[src/rtl/dma_arb_pkg.sv]
// Shared types and constants for the two-requester DMA port arbiter.
package dma_arb_pkg;

    localparam int NREQ    = 2;
    localparam int BURST_W = 8;

    localparam logic [1:0] WE_READ = 2'b00;

    localparam logic [1:0] S_IDLE   = 2'd0;
    localparam logic [1:0] S_GRANT  = 2'd1;
    localparam logic [1:0] S_RDWAIT = 2'd2;

    typedef enum logic [1:0] {
        ST_IDLE   = S_IDLE,
        ST_GRANT  = S_GRANT,
        ST_RDWAIT = S_RDWAIT
    } arb_state_t;

endpackage

[src/rtl/dma_arb_pick.sv]
// Combinational winner select: round-robin on rr_last_i, priority override when DMA_ARB_PRIORITY_EN.
// Zero latency; no backpressure (pure function of the current requests).
module dma_arb_pick
    import dma_arb_pkg::*;
(
    input  logic [NREQ-1:0] req_en_i,
    input  logic [NREQ-1:0] req_priority_i,
    input  logic            rr_last_i,
    output logic            winner_o,
    output logic            any_o
);

`ifndef DMA_ARB_PRIORITY_EN
    logic unused_priority;
    assign unused_priority = ^req_priority_i;
`endif

    always_comb begin
        winner_o = 1'b0;
        any_o    = |req_en_i;
        unique case (req_en_i)
            2'b01: winner_o = 1'b0;
            2'b10: winner_o = 1'b1;
            2'b11: begin
                winner_o = ~rr_last_i;
`ifdef DMA_ARB_PRIORITY_EN
                // A lone high-priority requester wins; equal priority stays fair.
                if (req_priority_i[0] != req_priority_i[1]) begin
                    winner_o = req_priority_i[1];
                end
`endif
            end
            default: winner_o = 1'b0;
        endcase
    end

endmodule

[src/rtl/dma_arbiter.sv]
// Two-requester owner of the openMSP430 DMA port (priority override with DMA_ARB_PRIORITY_EN).
// req_en to dma_en 1 cycle; req_ready/req_resp pass dma_ready/dma_resp to the owner only.
module dma_arbiter
    import dma_arb_pkg::*;
#(
    parameter int DATA      = 16,
    parameter int ADD       = 15,
    parameter int MAX_BURST = 8
) (
    input  logic              clk_i,
    input  logic              reset_i,
    input  logic [1:0]        req_en_i,
    input  logic [3:0]        req_we_i,
    input  logic [2*ADD-1:0]  req_addr_i,
    input  logic [2*DATA-1:0] req_din_i,
    input  logic [1:0]        req_priority_i,
    input  logic [1:0]        req_lock_i,
    output logic [1:0]        req_ready_o,
    output logic [1:0]        req_resp_o,
    output logic [DATA-1:0]   req_dout_o,
    output logic [1:0]        grant_o,
    output logic              dma_en_o,
    output logic [1:0]        dma_we_o,
    output logic [ADD-1:0]    dma_addr_o,
    output logic [DATA-1:0]   dma_din_o,
    output logic              dma_priority_o,
    input  logic              dma_ready_i,
    input  logic              dma_resp_i,
    input  logic [DATA-1:0]   dma_dout_i
);

    localparam logic [BURST_W:0] MAX_B = MAX_BURST[BURST_W:0];

    arb_state_t           state_q, state_d;
    logic                 owner_q, owner_d;
    logic                 rr_last_q, rr_last_d;
    logic [BURST_W-1:0]   burst_cnt_q, burst_cnt_d;

    logic                 pick_winner, pick_any;
    logic                 own_en, own_lock, accept;
    logic [1:0]           own_we;
    logic [ADD-1:0]       own_addr;
    logic [DATA-1:0]      own_din;
    logic [BURST_W:0]     cnt_inc;

    dma_arb_pick u_pick (
        .req_en_i       (req_en_i),
        .req_priority_i (req_priority_i),
        .rr_last_i      (rr_last_q),
        .winner_o       (pick_winner),
        .any_o          (pick_any)
    );

    assign own_en   = owner_q ? req_en_i[1]   : req_en_i[0];
    assign own_lock = owner_q ? req_lock_i[1] : req_lock_i[0];
    assign own_we   = owner_q ? req_we_i[3:2] : req_we_i[1:0];
    assign own_addr = owner_q ? req_addr_i[2*ADD-1:ADD]   : req_addr_i[ADD-1:0];
    assign own_din  = owner_q ? req_din_i[2*DATA-1:DATA]  : req_din_i[DATA-1:0];
    assign accept   = (state_q == ST_GRANT) && own_en && dma_ready_i;
    assign cnt_inc  = {1'b0, burst_cnt_q} + {{BURST_W{1'b0}}, 1'b1};

    always_ff @(posedge clk_i or posedge reset_i) begin
        if (reset_i) begin
            state_q     <= ST_IDLE;
            owner_q     <= 1'b0;
            rr_last_q   <= 1'b1;
            burst_cnt_q <= '0;
        end else begin
            state_q     <= state_d;
            owner_q     <= owner_d;
            rr_last_q   <= rr_last_d;
            burst_cnt_q <= burst_cnt_d;
        end
    end

    always_comb begin
        state_d     = state_q;
        owner_d     = owner_q;
        rr_last_d   = rr_last_q;
        burst_cnt_d = burst_cnt_q;
        unique case (state_q)
            ST_IDLE: begin
                if (pick_any) begin
                    owner_d     = pick_winner;
                    burst_cnt_d = '0;
                    state_d     = ST_GRANT;
                end
            end
            ST_GRANT: begin
                if (accept) begin
                    burst_cnt_d = cnt_inc[BURST_W-1:0];
                    if (own_we == WE_READ) begin
                        state_d = ST_RDWAIT;
                    end else if (!(own_lock && (cnt_inc < MAX_B))) begin
                        state_d   = ST_IDLE;
                        rr_last_d = owner_q;
                    end
                end else if (!own_en) begin
                    state_d   = ST_IDLE;
                    rr_last_d = owner_q;
                end
            end
            ST_RDWAIT: begin
                // Burst count was already bumped on the read accept.
                if (own_lock && ({1'b0, burst_cnt_q} < MAX_B) && own_en) begin
                    state_d = ST_GRANT;
                end else begin
                    state_d   = ST_IDLE;
                    rr_last_d = owner_q;
                end
            end
            default: state_d = ST_IDLE;
        endcase
    end

    always_comb begin
        grant_o        = 2'b00;
        dma_en_o       = 1'b0;
        dma_we_o       = 2'b00;
        dma_addr_o     = '0;
        dma_din_o      = '0;
        dma_priority_o = 1'b0;
        req_ready_o    = 2'b00;
        req_resp_o     = 2'b00;
        req_dout_o     = '0;
        if (state_q != ST_IDLE) begin
            grant_o[owner_q]    = 1'b1;
            dma_we_o            = own_we;
            dma_addr_o          = own_addr;
            dma_din_o           = own_din;
            req_resp_o[owner_q] = dma_resp_i;
`ifdef DMA_ARB_PRIORITY_EN
            dma_priority_o      = owner_q ? req_priority_i[1] : req_priority_i[0];
`endif
        end
        if (state_q == ST_GRANT) begin
            dma_en_o             = own_en;
            req_ready_o[owner_q] = dma_ready_i & own_en;
        end
        if (state_q == ST_RDWAIT) begin
            req_dout_o = dma_dout_i;
        end
    end

endmodule
[config.mk]
export PLATFORM = sky130hd
export DESIGN_NAME = dma_arbiter
export DESIGN_NICKNAME = d
export VERILOG_FILES = /design/src/rtl/dma_arb_pkg.sv /design/src/rtl/dma_arb_pick.sv /design/src/rtl/dma_arbiter.sv
export SDC_FILE = /design/constraint.sdc
export NUM_CORES = 1
export LEC_CHECK = 0
export BUFFER_PORTS_ARGS = -buffer_cell sky130_fd_sc_hd__buf_2
export CORE_AREA = 2 2 51 100
export DETAILED_ROUTE_END_ITERATION = 12
export DIE_AREA = 0 0 53 102
export GPL_TIMING_DRIVEN = 0
export PLACE_DENSITY = 0.83
export RECOVER_POWER = 50
export SYNTH_ARGS = -nofsm -noshare
export SYNTH_HDL_FRONTEND = slang
export SYNTH_HIERARCHICAL = 1
export SYNTH_SLANG_ARGS = --single-unit
[constraint.sdc]
create_clock -name clk_i -period 2.1 [get_ports clk_i]
set_input_delay 0.42 -clock clk_i [delete_from_list [all_inputs] [get_ports clk_i]]
set_output_delay 0.42 -clock clk_i [all_outputs]
set_load 0.01 [all_outputs]
==> flow_summary_export.csv, run 1 <==
group,metric,value,unit
route,wl,5.273,mm
synthesis,async_reset_ff_share,100.0,%
final_layout,utilization,51.24,%
global_routing,grt_overflow,0,
final_layout,synthToLayoutAreaGrowth,63.74,%
setup_path,crit_slowest_cell,"or4_4",
power,p_sw,1060,uW
global_routing,grt_pass1_vias,1827,
clock_tree,cts_sinks,12,
place,port_buffers,145,
final_layout,n_fill_cell,449,
route,vias_per_cell,4.931,
clock_tree,cts_buffers,3,
route,drt_iter0_drc,56,
synthesis,synth.area.top_cells,"mux2i_1, dfrtp_1, nor2_1",
setup_path,cp.arrival,2.24,ns
place,dp_hpwl,4.346,mm
timing,period_minus_slack,2.062,ns
route,ant_nets,0,
synthesis,netlist_area,1439,um2
global_routing,antenna_found_initial,0,
synthesis,synth-edff-count,0,
setup_path,rr_worst_depth,5,
timing,max_freq,484.9,MHz
power,comb_power_share,74.5,%
synthesis,synth_top_area_cell,"mux2i_1",
clock_tree,clock_latency,0.25,ns
synthesis,yosysSeqAreaShare,20.96,%
setup_path,critPathLaunchType,"flip-flop",
setup_path,critical_path.startpoint,"burst_cnt_q[5]",
worst_hold_path,holdCritPathClass,"in -> async",
power,total_power,2238,uW
timing,period_share,98.20,%
die,placementRows,35,
setup_path,endpoint_kind,"flip-flop",
final_layout,fin_nets,433,
synthesis,postSynthCellCount,189,
timing,holdWs,0.1887,ns
power,power.density,949.7,nW/um2
synthesis,ys_ff_latch,12,
clock_tree,ctsHtreeMaxLevel,1,
synthesis,ys.flop_type,"dfrtp_1",
final_layout,diodes,0,
timing,relSlewSlack,66.49,%
synthesis,ys_warn_count,6,
route,drc,0,
status,status,"finished clean",
final_layout,instances_no_fill,394,
setup_path,worstReg2RegStart,"burst_cnt_q[5]",
global_routing,grt_max_degree,13,
timing,tns,0,ns
run,maxCapViolations,0,
setup_path,r2r_slack,0.04,ns
route,drt-pass1-iter-count,4,
synthesis,netlist-cell-type-count,44,
die,dieArea,5406,um2
setup_path,path_cells,"or4_4 -> a2111oi_4 -> o21ba_1 -> o311ai_2 -> mux2_4",
timing,hold_violations,0,
timing,tightest_slew,0.5021,ns
setup_path,path_class,"reg -> reg",
clock_tree,clk_root_buffer_cell,"clkbuf_8",
global_routing,grt_first_pass_wirelength,7.707,mm
global_routing,track_usage,18.55,%
clock_tree,cts_tree,"done",
die,start_util,31.29,%
clock_tree,clk_pin_slew_worst_paths,0.06,ns
power,switching_share,47.38,%
setup_path,regToRegEndpoint,"rr_last_q",
timing,slew_violations,0,
setup_path,cp.required,2.28,ns
timing,rsz0062_at_grt,"true",
die,die_w,53,um
synthesis,yosys.area.top_type_share,23.65,%
synthesis,avgSynthCellArea,7.613,um2
place,dp_cells,389,
clock_tree,ctsHoldBuffers,0,
die,dieHeight,102,um
synthesis,syn_nets,282,
power,clockPowerShare,10.2,%
setup_path,crit_end,"rr_last_q",
clock_tree,cts_max_path_buffers,2,
route,detailroute.via_count,1943,
power,power.leakage,0.001346,uW
setup_path,cp_max_fo,8,
timing,setup-violations-final,0,
die,core,4598,um2
place,place_congestion,0.9647,
setup_path,max_stage_delay,0.56,ns
final_layout,drive_above_1_share,50.74,%
die,ios,149,
power,seqPwrFrac,15.3,%
power,vdd_drop_max,0.0006656,V
power,internal-power,1177,uW
route,routedWlPerCell,13.38,um
timing,skew,0.001276,ns
[sequential cells by signal, indices dropped and copies added (netlist names)]
register	flops
burst_cnt_q	8
owner_q	1
rr_last_q	1
state_q	2
[cell usage after synthesis, drive strengths merged (4+ instances only)]
cell type  count
nor2          45
mux2i         34
and2          20
dfrtp         11
o21ai          9
buf            8
nand2          7
clkbuf         5
o31ai          4
[logic make-up after synthesis]
family	synth area share, %
xor+xnor	0.6088
fa+ha+maj	0.8694
flops	20.96
mux	26.26
other cells	0.2606
compound gates	13.57
simple gates	33.22
buf+inv	4.261
[critical path, delay by kind of cell, from the launching register on]
family | cells | cell delay, ns
compound gates | 3 | 0.66
flops | 1 | 0.46
mux | 1 | 0.33
simple gates | 1 | 0.56
[repair_timing]
action                     4_1_cts  5_1_grt
buffers inserted                 1        1
setup endpoints to repair       43       21
hold endpoints to repair         0        0
resized for setup               13        6
[cells in the final DEF (no fill, tap or decap), drive strengths merged]
cell and count:
buf 154, nor2 45, mux2i 34, and2 20, dfrtp 11, o21ai 9
clkbuf 9, nand2 7, o31ai 4, nand3 3, nor3b 3, and3 3
a21oi 3, nor2b 3, mux2 3, nand3b 2, nand2b 2, or2 2
nor3 2, o311ai 2, or4b 1, and4 1, nand4 1, xnor2 1
a22oi 1, a211o 1, a211oi 1, or4 1, a2111oi 1, o21ba 1
o21bai 1, inv 1, a21o 1, a22o 1, ha 1, conb 1
dfstp 1, a21boi 1
[cell type report]
class                   count  area (um2)  area share, %
multi-input cells         163        1135          48.17
repair buffers            147       740.7          31.44
flip-flops and latches     12       301.5          12.80
well taps                  55       68.82          2.921
plain buffers              12       61.31          2.602
clock buffers               4       45.04          1.912
inverters                   1       3.754         0.1593
[metrics by stage]
| step | area (um2) | setup WS [ns] |
|---|---|---|
| 2_1_floorplan | 1439 | 0.1053 |
| 3_3_place_gp | 2233 | -0.07790 |
| 3_5_place_dp | 2233 | -0.1194 |
| 4_1_cts | 2317 | 0.004963 |
| 5_1_grt | 2356 | -0.01371 |
| 6_report | 2356 | 0.03780 |
[power groups by stage]
stage	logic (uW)	registers, uW	clock network, uW
after floorplan	1050	319	0
after global placement	1580	329	0
after detailed placement	1600	330	0
after CTS	1650	331	222
after global routing	1820	346	239
final	1670	341	228
[layer usage]
| layer | track usage, % | up-vias | share of wire, % |
|---|---|---|---|
| met2 | 37.98 | 109 | 58 |
| met3 | 2.193 | 7 | 7.2 |
| met4 | 5.720 | 0 | 0.89 |
| li1 | - | 957 | - |
| met5 | 0 | - | 0 |
| met1 | 17.88 | 870 | 34 |
[worst min path at each step]
stage / from / end / cells after the start
detailed placement: reset_i / burst_cnt_q[0] / 2
global placement: reset_i / burst_cnt_q[0] / 2
CTS: reset_i / burst_cnt_q[0] / 2
floorplan: reset_i / burst_cnt_q[0] / 1
finish: reset_i / burst_cnt_q[1] / 2
global route: reset_i / burst_cnt_q[2] / 2
Power figures use the tool's default switching activity.
==> run 2: changes to the inputs <==
- CORE_AREA: 2 2 51 100 -> 2 2 65 79
- DIE_AREA: 0 0 53 102 -> 0 0 67 81
==> flow_summary_export.csv, run 2 (synthesis results as in run 1) <==
group,metric,value,unit
status,status,"finished clean",
setup_path,path_class,"reg -> reg",
power,total_power,2295,uW
power,comb_power_share,73.9,%
run,maxCapViolations,0,
global_routing,grt_pass1_vias,1655,
setup_path,endpoint_kind,"flip-flop",
setup_path,path_buf_inv,0,
power,switching_share,46.85,%
route,ant_nets,0,
setup_path,path_cells,"ha_4 -> and3_1 -> nor2b_4 -> mux2_2 -> o311ai_2 -> mux2_4",
clock_tree,clk_root_buffer_cell,"clkbuf_8",
final_layout,n_fill_cell,491,
setup_path,crit_family,"multiplexers",
global_routing,grt_overflow,0,
place,port_buffers,145,
power,vdd_drop_max,0.0005715,V
global_routing,track_usage,16.85,%
clock_tree,cts_max_path_buffers,2,
timing,period_share,97.58,%
place,dp_cells,394,
timing,hold_violations,0,
setup_path,max_stage_delay,0.41,ns
die,dieArea,5427,um2
die,dieHeight,81,um
final_layout,mostFrequentLayoutCell,"buf_2",
clock_tree,clock_latency,0.25,ns
power,seqPwrFrac,14.8,%
final_layout,instances_no_fill,400,
clock_tree,cts_sinks,12,
clock_tree,clk_pin_slew_worst_paths,0.05,ns
route,detailroute.via_count,1895,
die,die_w,67,um
final_layout,final_cell_mix,"buf_2, nor2_1, mux2i_1",
place,dp_hpwl,3.999,mm
clock_tree,cts_tree,"done",
route,drt_iter0_drc,82,
global_routing,antenna_found_initial,0,
clock_tree,cts_buffers,3,
setup_path,cp.arrival,2.23,ns
die,start_util,30.20,%
final_layout,synthToLayoutAreaGrowth,65.48,%
timing,skew,0.004494,ns
power,internal-power,1220,uW
final_layout,drive_above_1_share,50.59,%
route,vias_per_cell,4.738,
route,drc,0,
setup_path,cp_max_fo,4,
die,ios,149,
power,power.density,963.9,nW/um2
final_layout,largest_register_ffs,8,
route,wl,5.152,mm
global_routing,grt_first_pass_wirelength,7.224,mm
clock_tree,ctsHtreeMaxLevel,1,
power,p_sw,1075,uW
timing,slew_violations,0,
worst_hold_path,holdCritPathClass,"in -> async",
power,clockPowerShare,11.3,%
final_layout,regMostFlops,"burst_cnt_q",
timing,max_freq,488.0,MHz
final_layout,reg_top3,"burst_cnt_q: 8 flops, state_q: 2 flops",
timing,setup-violations-final,0,
clock_tree,ctsHoldBuffers,0,
place,place_congestion,0.8321,
setup_path,cp.required,2.28,ns
global_routing,grt_max_degree,13,
setup_path,critPathLaunchType,"flip-flop",
power,power.leakage,0.001331,uW
final_layout,diodes,0,
timing,period_minus_slack,2.049,ns
setup_path,crit_slowest_cell,"dfrtp_1",
die,core,4765,um2
die,placementRows,28,
final_layout,fin_nets,434,
route,routedWlPerCell,12.88,um
route,drt-pass1-iter-count,4,
==> run 2: cell types whose count changed in the layout (fill, tap and decap cells not counted), moves of 2 or more <==
cell,change
clkbuf_2,+2
dfrtp_1,-3
dfrtp_2,+3
buf_2,-8
clkbuf_1,+4
and2_0,+6
and2_1,-6
==> run 2: through the flow <==
step             TNS, ns  area [um2]  setup slack, ns  hold WS [ns]  util [%]
3_5_place_dp      -1.014        2240          -0.1631        0.4551     47.01
3_3_place_gp     -0.7191        2240          -0.1104        0.4458     47.01
5_1_grt        -0.004315        2381        -0.004315        0.2136     49.97
4_1_cts                0        2330          0.01223        0.1870     48.90
2_1_floorplan          0        1439           0.1053        0.2840         -
6_report               0        2381          0.05075        0.1757     49.97
==> run 2: routing by layer <==
metal,wire (um),track usage [%],up-vias
met3,282,1.801,9
li1,-,-,955
met2,2744,31.39,95
met1,2042,19.27,836
met4,82,6.531,0
met5,0,0,-
==> run 2: path summary, 6_finish.rpt <==
path	from	to	slack, ns	cells past startpoint
max in group asynchronous	reset_i	burst_cnt_q[7]	1.57	2
max	burst_cnt_q[1]	rr_last_q	0.05	6
min in group clk_i	burst_cnt_q[7]	burst_cnt_q[7]	0.55	1
min	reset_i	burst_cnt_q[2]	0.18	2
min reg2reg	burst_cnt_q[7]	burst_cnt_q[7]	0.55	1
max reg2reg	burst_cnt_q[1]	rr_last_q	0.05	6
==> run 2: power by group through the flow <==
stage | combinational, uW | sequential, uW | clock, uW
finish | 1700 | 341 | 259
global route | 1860 | 345 | 278
CTS | 1650 | 333 | 267
detailed placement | 1600 | 332 | 0
global placement | 1580 | 328 | 0
floorplan | 1050 | 319 | 0
==> run 2: final cells by class <==
class	instances	area, um2	share of cell area (%)
Clock buffer	4	55.05	2.312
Inverter	1	3.754	0.1576
Timing Repair Buffer	147	732.0	30.74
Multi-Input combinational cell	163	1132	47.56
Buffer	13	77.57	3.258
Tap cell	60	75.07	3.153
Sequential cell	12	305.3	12.82
==> run 2: repair_timing <==
action	in CTS	in global routing
endpoints found under the setup margin	36	42
buffers inserted	1	1
resized for setup	12	18
==> run 2: worst register-to-register path: cells and delay by family, from the launching register on <==
kind | cells | cell delay, ns
AND/OR/NAND/NOR | 2 | 0.38
flip-flops | 1 | 0.41
adder cells (fa/ha/maj) | 1 | 0.17
AO/OA/AOI/OAI | 1 | 0.31
multiplexers | 2 | 0.69
==> run 3: changes to the inputs <==
- CORE_AREA: 2 2 65 79 -> 2 2 59 72
- DIE_AREA: 0 0 67 81 -> 0 0 61 74
- PLACE_DENSITY: 0.83 -> 0.93
- clock period: 2.1 -> 2.6 ns (I/O delays scaled with it)
==> flow_summary_export.csv, run 3 (synthesis results as in run 1) <==
group,metric,value,unit
status,status,"finished clean",
die,dieArea,4514,um2
final_layout,multiInputGateArea,1079,um2
final_layout,fin_nets,431,
final_layout,diodes,0,
setup_path,crit_family,"buffers and inverters",
route,wl,5.305,mm
setup_path,endpoint_kind,"output port",
place,dp_cells,388,
clock_tree,clk_pin_slew_worst_paths,0.06,ns
route,ant_nets,0,
setup_path,crit_slowest_cell,"buf_1",
place,port_buffers,145,
global_routing,grt_pass1_vias,1721,
die,ios,149,
final_layout,final_cell_mix,"buf_2, nor2_1, mux2i_1",
die,die_w,61,um
setup_path,cp.arrival,1.81,ns
setup_path,worstSetupPathDepth,5,
final_layout,drive_above_1_share,44.21,%
timing,slew_violations,0,
place,place_congestion,0.8937,
setup_path,crit_top_cell,"buf_2",
clock_tree,ctsHtreeMaxLevel,1,
die,dieHeight,74,um
clock_tree,cts_resized,0,
final_layout,reg_top3,"burst_cnt_q: 8 flops, state_q: 2 flops",
global_routing,antenna_found_initial,0,
clock_tree,clk_root_buffer_cell,"clkbuf_8",
global_routing,track_usage,21.59,%
final_layout,n_fill_cell,384,
global_routing,grt_first_pass_wirelength,7.493,mm
route,routedWlPerCell,13.57,um
timing,worst_slack,0.2731,ns
timing,relSlewSlack,54.37,%
timing,period_share,89.50,%
timing,max_freq,429.8,MHz
die,placementRows,25,
route,drc,0,
die,start_util,37.40,%
timing,rsz0062_at_grt,"false",
clock_tree,cts_buffers,3,
place,place_ws,0.2865,ns
power,power.leakage,0.001282,uW
run,maxCapViolations,0,
setup_path,path_class,"reg -> out",
global_routing,grt_max_degree,13,
setup_path,rr_worst_depth,6,
clock_tree,cts_sinks,12,
final_layout,largest_register_ffs,8,
worst_hold_path,holdCritPathClass,"in -> async",
route,drt-pass1-iter-count,4,
timing,setup-violations-final,0,
final_layout,regMostFlops,"burst_cnt_q",
clock_tree,ctsHoldBuffers,0,
clock_tree,cts_max_path_buffers,2,
place,dp_hpwl,4.338,mm
timing,hold_violations,0,
timing,period_minus_slack,2.327,ns
setup_path,path_buf_inv,3,
global_routing,grt_overflow,0,
final_layout,mostFrequentLayoutCell,"buf_2",
route,detailroute.via_count,1903,
setup_path,cp.required,2.08,ns
clock_tree,post_cts_buffers,0,
timing,tightest_slew,0.6845,ns
final_layout,instances_no_fill,391,
route,drt_iter0_drc,95,
power,power.density,779.5,nW/um2
route,vias_per_cell,4.867,
die,core,3847,um2
setup_path,cp_max_fo,10,
setup_path,max_stage_delay,0.55,ns
clock_tree,cts_tree,"done",
final_layout,ff_latch_area,301.5,um2
setup_path,critPathLaunchType,"flip-flop",
timing,tns,0,ns
timing,skew,0.006621,ns
setup_path,path_cells,"buf_2 -> buf_1 -> mux2i_1 -> nor2_1 -> buf_2",
power,vdd_drop_max,0.0004319,V
final_layout,synthToLayoutAreaGrowth,57.91,%
clock_tree,clock_latency,0.25,ns
-- run 3: changes by cell type in the layout (fill, tap and decap cells not counted), sizes merged --
| cell | delta |
|---|---|
| buf | -7 |
| clkbuf | +4 |
-- run 3: per-stage QoR --
| stage | area (um2) | hold WS (ns) | total power (uW) | util [%] |
|---|---|---|---|---|
| after floorplan | 1439 | 0.3840 | 1107 | - |
| after global placement | 2232 | 0.5289 | 1539 | 58.02 |
| after detailed placement | 2232 | 0.5385 | 1567 | 58.02 |
| after CTS | 2287 | 0.2793 | 1785 | 59.45 |
| after global routing | 2272 | 0.2970 | 1914 | 59.06 |
| final | 2272 | 0.2723 | 1771 | 59.06 |
-- run 3: final timing paths --
path	slack, ns	to	start
setup / recovery	0.27	dma_din_o[0]	owner_q
hold / removal	0.27	burst_cnt_q[1]	reset_i
setup reg to reg	0.37	rr_last_q	burst_cnt_q[0]
hold reg to reg	0.55	burst_cnt_q[1]	burst_cnt_q[1]
max in group asynchronous	1.97	rr_last_q	reset_i
min in group clk_i	0.55	burst_cnt_q[1]	burst_cnt_q[1]
-- run 3: report_power, final --
part           internal, uW  switching, uW  leakage, uW
logic                   557            736      0.00109
clock network           134           77.1    0.0000288
registers               231           36.0     0.000159
total                   922            849      0.00128
-- run 3: layout make-up --
cell class | instances | share of cell area, %
Tap cell | 54 | 2.974
Inverter | 1 | 0.1652
Clock buffer | 4 | 2.423
Multi-Input combinational cell | 163 | 47.47
Timing Repair Buffer | 145 | 31.39
Buffer | 12 | 2.313
Sequential cell | 12 | 13.27
-- run 3: layer usage --
layer	GRT usage (%)	vias to the layer above	share of wire [%]	wire length, um
met5	0	-	0	0
met4	6.763	0	1.6	85
met3	4.174	9	7.8	416
met2	37.40	95	52	2759
met1	26.62	846	39	2044
li1	-	953	-	-
